[src/rtl/lvds_ddr_aligner_if.sv]
// Aligned frame stream between the DDR aligner (master) and its consumer (slave).
interface lvds_ddr_aligner_if #(
    parameter int FRAME_W = 32
);
    logic [FRAME_W-1:0] frame_data;
    logic               frame_valid;
    logic               frame_ready;

    modport master (output frame_data, output frame_valid, input frame_ready);
    modport slave  (input frame_data, input frame_valid, output frame_ready);
endinterface

[src/rtl/lvds_ddr_aligner.sv]
// LVDS DDR deserialiser/aligner: builds beats from rise/fall lane samples,
// assembles RATIO beats into a frame, searches beat offset and DDR phase
// against a training word, then streams locked frames through a 2-entry FIFO.
//
// state  | meaning
// SEARCH | compare each frame to the training word, slip/toggle phase on miss
// VERIFY | count consecutive matches until MATCH_COUNT
// LOCKED | alignment frozen; frames go to the output FIFO while train_en=0
module lvds_ddr_aligner #(
    parameter int                 LANES       = 8,
    parameter int                 RATIO       = 2,
    parameter int                 FRAME_W     = 2*LANES*RATIO,
    parameter logic [FRAME_W-1:0] TRAIN_WORD  = FRAME_W'(32'hA5C3_3C5A),
    parameter int                 MATCH_COUNT = 4
) (
    input  logic               clk,
    input  logic               rst,
    input  logic [LANES-1:0]   din_rise_i,
    input  logic [LANES-1:0]   din_fall_i,
    input  logic               train_en_i,
    lvds_ddr_aligner_if.master frame_if,
    output logic               locked_o,
    output logic               align_err_o,
    output logic               overflow_o
);

    localparam int         BEAT_W     = 2*LANES;
    localparam logic [3:0] LAST_BEAT  = 4'(RATIO-1);
    localparam logic [3:0] LAST_SLIP  = 4'(RATIO-1);
    localparam logic [4:0] LAST_MISS  = 5'(2*RATIO-1);
    localparam logic [3:0] LAST_MATCH = 4'(MATCH_COUNT-1);

    typedef enum logic [1:0] {SEARCH, VERIFY, LOCKED} state_t;

    state_t             state_q;
    logic [LANES-1:0]   rise_q;
    logic [BEAT_W-1:0]  beat;
    logic [FRAME_W-1:0] acc_q, acc_d;
    logic [3:0]         beat_cnt_q, beat_cnt_d;
    logic               slip_q, phase_q, train_q;
    logic [3:0]         slip_cnt_q, match_cnt_q;
    logic [4:0]         miss_cnt_q;
    logic               locked_q, align_err_q, overflow_q;
    logic               frame_done, frame_match, push, pop, full, wr_en;
    logic [FRAME_W-1:0] mem_q [2];
    logic               rd_ptr_q, wr_ptr_q;
    logic [1:0]         count_q, count_d;

    // Beat assembly; phase 1 pairs the previous rising sample with the current falling one.
    always_comb begin
        beat = '0;
        for (int i = 0; i < LANES; i++) begin
            if (phase_q) begin
                beat[2*i]   = rise_q[i];
                beat[2*i+1] = din_fall_i[i];
            end else begin
                beat[2*i]   = din_fall_i[i];
                beat[2*i+1] = din_rise_i[i];
            end
        end
    end

    // Frame accumulator with this cycle's beat dropped into its slot; first beat lands in the LSBs.
    always_comb begin
        acc_d = acc_q;
        acc_d[int'(beat_cnt_q)*BEAT_W +: BEAT_W] = beat;
        beat_cnt_d = (beat_cnt_q == LAST_BEAT) ? 4'd0 : beat_cnt_q + 4'd1;
    end

    assign frame_done  = !slip_q && (beat_cnt_q == LAST_BEAT);
    assign frame_match = (acc_d == TRAIN_WORD);
    assign push        = frame_done && (state_q == LOCKED) && !train_en_i;
    assign full        = (count_q == 2'd2);
    assign pop         = frame_if.frame_valid && frame_if.frame_ready;

    // Beat counter and accumulator; a slip cycle discards its beat and holds the counter.
    always_ff @(posedge clk) begin
        if (rst) begin
            rise_q     <= '0;
            acc_q      <= '0;
            beat_cnt_q <= '0;
        end else begin
            rise_q <= din_rise_i;
            if (!slip_q) begin
                acc_q      <= acc_d;
                beat_cnt_q <= beat_cnt_d;
            end
        end
    end

    // Alignment FSM: offset/phase search, match verification and lock.
    always_ff @(posedge clk) begin
        if (rst) begin
            state_q     <= SEARCH;
            phase_q     <= 1'b0;
            slip_q      <= 1'b0;
            train_q     <= 1'b0;
            slip_cnt_q  <= '0;
            miss_cnt_q  <= '0;
            match_cnt_q <= '0;
            locked_q    <= 1'b0;
            align_err_q <= 1'b0;
        end else begin
            train_q <= train_en_i;
            slip_q  <= 1'b0;
            case (state_q)
                SEARCH: begin
                    if (frame_done && train_en_i) begin
                        if (frame_match) begin
                            slip_cnt_q <= '0;
                            miss_cnt_q <= '0;
                            if (MATCH_COUNT == 1) begin
                                state_q  <= LOCKED;
                                locked_q <= 1'b1;
                            end else begin
                                state_q     <= VERIFY;
                                match_cnt_q <= 4'd1;
                            end
                        end else begin
                            slip_q <= 1'b1;
                            // every offset in this phase tried: try the other phase
                            if (slip_cnt_q == LAST_SLIP) begin
                                phase_q    <= ~phase_q;
                                slip_cnt_q <= '0;
                            end else begin
                                slip_cnt_q <= slip_cnt_q + 4'd1;
                            end
                            // both phases exhausted: flag and keep sweeping
                            if (miss_cnt_q == LAST_MISS) begin
                                align_err_q <= 1'b1;
                                miss_cnt_q  <= '0;
                            end else begin
                                miss_cnt_q <= miss_cnt_q + 5'd1;
                            end
                        end
                    end
                end
                VERIFY: begin
                    if (frame_done && train_en_i) begin
                        if (frame_match) begin
                            if (match_cnt_q == LAST_MATCH) begin
                                state_q     <= LOCKED;
                                locked_q    <= 1'b1;
                                match_cnt_q <= '0;
                            end else begin
                                match_cnt_q <= match_cnt_q + 4'd1;
                            end
                        end else begin
                            state_q     <= SEARCH;
                            slip_q      <= 1'b1;
                            match_cnt_q <= '0;
                            slip_cnt_q  <= '0;
                            miss_cnt_q  <= '0;
                        end
                    end
                end
                LOCKED: begin
                    // retrain request keeps phase and beat offset as the starting point
                    if (train_en_i && !train_q) begin
                        state_q     <= SEARCH;
                        locked_q    <= 1'b0;
                        match_cnt_q <= '0;
                        slip_cnt_q  <= '0;
                        miss_cnt_q  <= '0;
                    end
                end
                default: state_q <= SEARCH;
            endcase
        end
    end

    // FIFO occupancy; a push into a full FIFO only lands if a pop frees the head slot.
    always_comb begin
        wr_en   = push && (!full || pop);
        count_d = count_q;
        if (wr_en && !pop) begin
            count_d = count_q + 2'd1;
        end else if (!wr_en && pop) begin
            count_d = count_q - 2'd1;
        end
    end

    // Two-entry output FIFO with sticky drop flag.
    always_ff @(posedge clk) begin
        if (rst) begin
            mem_q[0]   <= '0;
            mem_q[1]   <= '0;
            rd_ptr_q   <= 1'b0;
            wr_ptr_q   <= 1'b0;
            count_q    <= '0;
            overflow_q <= 1'b0;
        end else begin
            if (wr_en) begin
                mem_q[wr_ptr_q] <= acc_d;
                wr_ptr_q        <= ~wr_ptr_q;
            end
            if (pop) begin
                rd_ptr_q <= ~rd_ptr_q;
            end
            count_q <= count_d;
            if (push && full && !pop) begin
                overflow_q <= 1'b1;
            end
        end
    end

    assign frame_if.frame_data  = mem_q[rd_ptr_q];
    assign frame_if.frame_valid = (count_q != 2'd0);
    assign locked_o             = locked_q;
    assign align_err_o          = align_err_q;
    assign overflow_o           = overflow_q;

endmodule

[src/flat_wrapper.sv]
// flat-port wrapper written by rule: the top's interface ports become plain ports
module lvds_ddr_aligner_flat 
#(
    parameter int                 LANES       = 8,
    parameter int                 RATIO       = 2,
    parameter int                 FRAME_W     = 2*LANES*RATIO,
    parameter logic [FRAME_W-1:0] TRAIN_WORD  = FRAME_W'(32'hA5C3_3C5A),
    parameter int                 MATCH_COUNT = 4
)
  (clk, rst, din_rise_i, din_fall_i, train_en_i, locked_o, align_err_o, overflow_o, frame_if_frame_data, frame_if_frame_valid, frame_if_frame_ready);
  lvds_ddr_aligner_if #(.FRAME_W(FRAME_W)) frame_if_i ();
  input  logic clk;
  input  logic rst;
  input  logic [LANES-1:0] din_rise_i;
  input  logic [LANES-1:0] din_fall_i;
  input  logic train_en_i;
  output logic locked_o;
  output logic align_err_o;
  output logic overflow_o;
  output wire logic [$bits(frame_if_i.frame_data)-1:0] frame_if_frame_data;
  output wire logic [$bits(frame_if_i.frame_valid)-1:0] frame_if_frame_valid;
  input wire logic [$bits(frame_if_i.frame_ready)-1:0] frame_if_frame_ready;
  assign frame_if_frame_data = frame_if_i.frame_data;
  assign frame_if_frame_valid = frame_if_i.frame_valid;
  assign frame_if_i.frame_ready = frame_if_frame_ready;
  lvds_ddr_aligner #(.LANES(LANES), .RATIO(RATIO), .FRAME_W(FRAME_W), .TRAIN_WORD(TRAIN_WORD), .MATCH_COUNT(MATCH_COUNT)) u_core (.clk(clk), .rst(rst), .din_rise_i(din_rise_i), .din_fall_i(din_fall_i), .train_en_i(train_en_i), .frame_if(frame_if_i), .locked_o(locked_o), .align_err_o(align_err_o), .overflow_o(overflow_o));
endmodule
[config.mk]
export PLATFORM = sky130hd
export DESIGN_NAME = lvds_ddr_aligner_flat
export DESIGN_NICKNAME = d
export VERILOG_FILES = /design/src/rtl/lvds_ddr_aligner_if.sv /design/src/rtl/lvds_ddr_aligner.sv /design/src/flat_wrapper.sv
export SDC_FILE = /design/constraint.sdc
export NUM_CORES = 1
export LEC_CHECK = 0
export CAP_MARGIN = 40
export CORE_ASPECT_RATIO = 2
export CORE_MARGIN = 2
export CORE_UTILIZATION = 41
export CTS_BUF_LIST = sky130_fd_sc_hd__clkbuf_8
export DETAILED_ROUTE_END_ITERATION = 10
export GPL_TIMING_DRIVEN = 0
export RECOVER_POWER = 100
export SETUP_SLACK_MARGIN = 0.1
export SYNTH_ARGS = -nofsm -noshare
export SYNTH_HDL_FRONTEND = slang
export SYNTH_SLANG_ARGS = --single-unit
[constraint.sdc]
create_clock -name clk -period 3.84 [get_ports clk]
set_input_delay 0.768 -clock clk [delete_from_list [all_inputs] [get_ports clk]]
set_output_delay 0.768 -clock clk [all_outputs]
set_load 0.05 [all_outputs]
==> results.txt <==
----------------------------------------------------
[Synthesis]
  Gate Count Post-Synth ... 631
  Number of unique standard cell types used by synthesis ... 60
  Largest area contributor in the synthesized netlist ... sky130_fd_sc_hd__edfxtp_1
  Dominant synthesized flop cell ... sky130_fd_sc_hd__dfxtp_1
  Top cells by area in the synthesized netlist ... sky130_fd_sc_hd__edfxtp_1 (30%), sky130_fd_sc_hd__dfxtp_1 (22%), sky130_fd_sc_hd__nor2_1 (8.3%)
  Count of flip-flops with a built-in enable after synthesis ... 64
  Total nets after synthesis ... 663
  Most repeated cell in the gate-level netlist after synthesis ... sky130_fd_sc_hd__nor2_1
  Post-synth top cells ... sky130_fd_sc_hd__nor2_1 (140), sky130_fd_sc_hd__dfxtp_1 (70), sky130_fd_sc_hd__edfxtp_1 (64)
  Proportion of synthesized chip area in sequential cells ... 52.4%
  Netlist area before placement ... 6340 um^2
  Mean instance size in the synthesized netlist ... 10.0 um^2
  Async set-or-reset flop fraction in the synthesized netlist ... 0%
  Fraction of post-synthesis cell area in the top cell type by area ... 30.3%
  Synthesis Warnings ... 0
  Number of flip-flops and latches in the synthesized netlist ... 134

[Floorplan]
  Boundary pin count ... 56
  Number of placement rows ... 64
  Die Ht ... 180 um
  Effective utilization at floorplan ... 41.6%
  Area of the core ... 15200 um^2
  Die width ... 91.9 um
  Area of the die ... 16500 um^2

[Clock network]
  Worst-path clk slew ... 0.08 ns
  H-tree depth ... 4
  Post-CTS setup buffer count ... 0
  CTS tree ... yes
  Hold-fix buffers, CTS ... 0
  Clk Latency, worst-skew pair ... 0.44 ns
  Buffer cell driving the clock tree root ... sky130_fd_sc_hd__clkbuf_8
  Number of instances resized during post-cts repair ... 0
  Maximum buffer depth of the clock tree ... 2
  Number of buffers added by the clock tree synthesis step ... 17
  Number of sinks handled by clock tree synthesis ... 134

[Timing]
  Maximum clock rate ... 280 MHz
  Setup clock skew after layout ... 0.0133 ns
  Count of pins over their slew limit ... 0
  Post-route minimum period ... 3.57 ns
  Actual transition at the worst max-transition pin ... 1.18 ns
  Final hold violations ... 0
  Setup repair after global routing missed its margin ... false
  Period Utilization, post-route ... 92.9%
  Rel. slew slack ... 20.4%
  Total of endpoints with negative setup slack in the final report ... 0

[Worst setup path]
  Worst endpoint data arrival time ... 2.80 ns
  Data required time at the worst endpoint ... 3.07 ns
  Family with the most delay on the worst path ... buffers and inverters
  Endpoint class of the critical path ... output port
  Delay of the slowest critical-path stage ... 0.76 ns
  Cell chain of the critical path ... clkbuf_1 > clkbuf_1 > mux2_2 > dlygate4sd3_1
  Library cell appearing most often on the critical path ... sky130_fd_sc_hd__clkbuf_1
  Maximum net fanout on the critical path ... 10
  Setup crit start kind ... flop
  Worst path slowest cell ... sky130_fd_sc_hd__dlygate4sd3_1
  Class of the most critical setup path ... reg -> out
  CP bufs+invs ... 3

[Place]
  Weighted congestion at the end of routability-driven global placement ... 0.910
  Total half-perimeter wirelength after legalization and detailed placement ... 12.3 mm
  Count of input and output buffers ... 54
  Number of instances in the placed design ... 885

[Power and ir drop]
  Cell leakage power ... 2.48 nW
  Worst vdd ir ... 223 uV
  Design Power ... 3.79 mW
  Power per standard cell area ... 500 nW/um^2

[Drt]
  Drt initial violations ... 242
  Wire per inst ... 17.4 um
  Total Routed Length ... 16.0 mm
  Vias ... 4935
  DR DRC count ... 0
  Vias per cell ... 5.38
  Number of antenna-violating nets in the routed design ... 0
  DRT Pass-1 Iters ... 5

[Cells and area]
  Final standard cell count with taps included and fillers excluded ... 917
  Synth-to-layout area growth ... 19.6%
  Nets@finish ... 738
  Fillers ... 1407
  Layout cell share with drive strength beyond 1 ... 11.7%
  Utilization after layout ... 49.8%
  Ant diodes ... 0

[Run status]
  Outcome ... finished clean

[GRT]
  Maximum number of pins on one net before global-route repair ... 27
  Global-route usage over all layers ... 20.0%
  Via count of the first global-routing pass ... 5119
  Initial antenna violation count ... 0
  Overall overflow remaining after global route ... 0
  Wire length of the first global-routing pass ... 25.7 mm

[Hold path]
  Worst Hold Class ... reg -> reg

[Flow run]
  Maxcap violations ... 0

----------------------------------------------------
[logic make-up (layout without fill, tap and decap cells)]
logic type               after synthesis  count (layout)  synth area share [%]
AND/OR/NAND/NOR                      260             260                  19.3
buffers and inverters                 52             140                  3.67
AO/OA/AOI/OAI                        110             110                  11.5
adder cells (fa/ha/maj)               12              12                  2.37
multiplexers                          55              55                  9.56
XOR/XNOR                               8               8                  1.11
flip-flops                           134             134                  52.4
[per-layer routing]
layer  global-route usage, %  wire length (um)
met2                    38.7              8950
met1                    18.8              5630
met5                       0                 0
met3                    3.65               504
met4                    11.6               902
[layout make-up]
cell class | instances | area, um^2 | area share [%]
clock inverters | 15 | 195 | 2.58
flip-flops and latches | 134 | 3320 | 43.8
plain buffers | 38 | 165 | 2.18
well taps | 198 | 248 | 3.27
inverters | 14 | 52.6 | 0.693
clock buffers | 17 | 234 | 3.09
multi-input cells | 445 | 2770 | 36.6
repair buffers | 56 | 588 | 7.76
[worst paths after layout]
| kind | slack [ns] | endpoint | cells after the start | startpoint |
|---|---|---|---|---|
| setup reg to reg | 0.43 | u_core.match_cnt_q[0]$_SDFFE_PP0P_ | 11 | u_core.beat_cnt_q[0]$_SDFFE_PP0N_ |
| hold reg to reg | 0.47 | u_core.align_err_o$_SDFFE_PP0P_ | 2 | u_core.align_err_o$_SDFFE_PP0P_ |
| setup / recovery | 0.27 | frame_if_frame_data[13] | 4 | flop |
| hold / removal | 0.47 | u_core.align_err_o$_SDFFE_PP0P_ | 2 | u_core.align_err_o$_SDFFE_PP0P_ |
[stage by stage]
| step | cell area [um^2] | worst slack (ns) | hold slack, ns | setup TNS, ns |
|---|---|---|---|---|
| floorplan | 6340 | 0.672 | 0.442 | 0 |
| global placement | 7120 | -0.458 | 0.454 | -20.14 |
| detailed placement | 7180 | 0.114 | 0.467 | 0 |
| CTS | 7610 | 0.224 | 0.477 | 0 |
| global route | 7580 | 0.116 | 0.522 | 0 |
| finish | 7580 | 0.274 | 0.475 | 0 |
[worst reg2reg max path, cell delays in order, from the launching register on]
cell and delay, ns:
sky130_fd_sc_hd__dfxtp_1 0.37, sky130_fd_sc_hd__clkbuf_1 0.29, sky130_fd_sc_hd__nor3_1 0.11, sky130_fd_sc_hd__ha_1 0.33, sky130_fd_sc_hd__nor4bb_1 0.27, sky130_fd_sc_hd__nand2_1 0.29
sky130_fd_sc_hd__mux2i_2 0.46, sky130_fd_sc_hd__o211ai_1 0.22, sky130_fd_sc_hd__or2_0 0.26, sky130_fd_sc_hd__buf_6 0.15, sky130_fd_sc_hd__or3_1 0.35, sky130_fd_sc_hd__a221oi_1 0.23
[power breakdown]
group	switching, mW	internal [mW]	leakage [nW]
registers	0.0608	1.59	1.18
logic	0.573	0.292	1.09
clock network	0.608	0.661	0.214
total	1.24	2.55	2.48
[placed cells by master, fill, tap and decap left out, types with 4 or more instances in the layout]
cell type,Yosys,routed
sky130_fd_sc_hd__or3_1,5,5
sky130_fd_sc_hd__mux2i_2,3,4
sky130_fd_sc_hd__edfxtp_1,64,64
sky130_fd_sc_hd__a211oi_1,26,26
sky130_fd_sc_hd__dfxtp_1,70,70
sky130_fd_sc_hd__nand2b_1,4,4
sky130_fd_sc_hd__dlygate4sd3_1,0,37
sky130_fd_sc_hd__nand2_1,36,35
sky130_fd_sc_hd__o21ai_0,25,26
sky130_fd_sc_hd__clkbuf_8,0,17
sky130_fd_sc_hd__mux2i_1,17,16
sky130_fd_sc_hd__ha_1,12,12
sky130_fd_sc_hd__mux2_2,34,34
sky130_fd_sc_hd__nor2_1,140,140
sky130_fd_sc_hd__xor2_1,5,5
sky130_fd_sc_hd__nand3b_1,4,4
sky130_fd_sc_hd__nand4_1,5,5
sky130_fd_sc_hd__nor4bb_1,5,5
sky130_fd_sc_hd__nand4b_1,4,4
sky130_fd_sc_hd__nor4_1,5,5
sky130_fd_sc_hd__a21oi_1,26,26
sky130_fd_sc_hd__clkdlybuf4s50_1,0,17
sky130_fd_sc_hd__nor3_1,11,11
sky130_fd_sc_hd__nor3b_1,4,4
sky130_fd_sc_hd__clkbuf_1,28,34
sky130_fd_sc_hd__or2_2,5,5
sky130_fd_sc_hd__nand3_1,9,9
sky130_fd_sc_hd__inv_1,14,15
sky130_fd_sc_hd__nor2b_1,11,11
[registers in the layout, summed over array words and instances, names as in the netlist, 2 cells and up, named ones only]
register            flops
u_core.match_cnt_q      4
u_core.mem_q           64
u_core.miss_cnt_q       5
u_core.rise_q           8
u_core.beat_cnt_q       4
u_core.count_q          2
u_core.slip_cnt_q       4
u_core.acc_q           32
u_core.state_q          2
No activity file was read; power rests on OpenSTA's default activity.
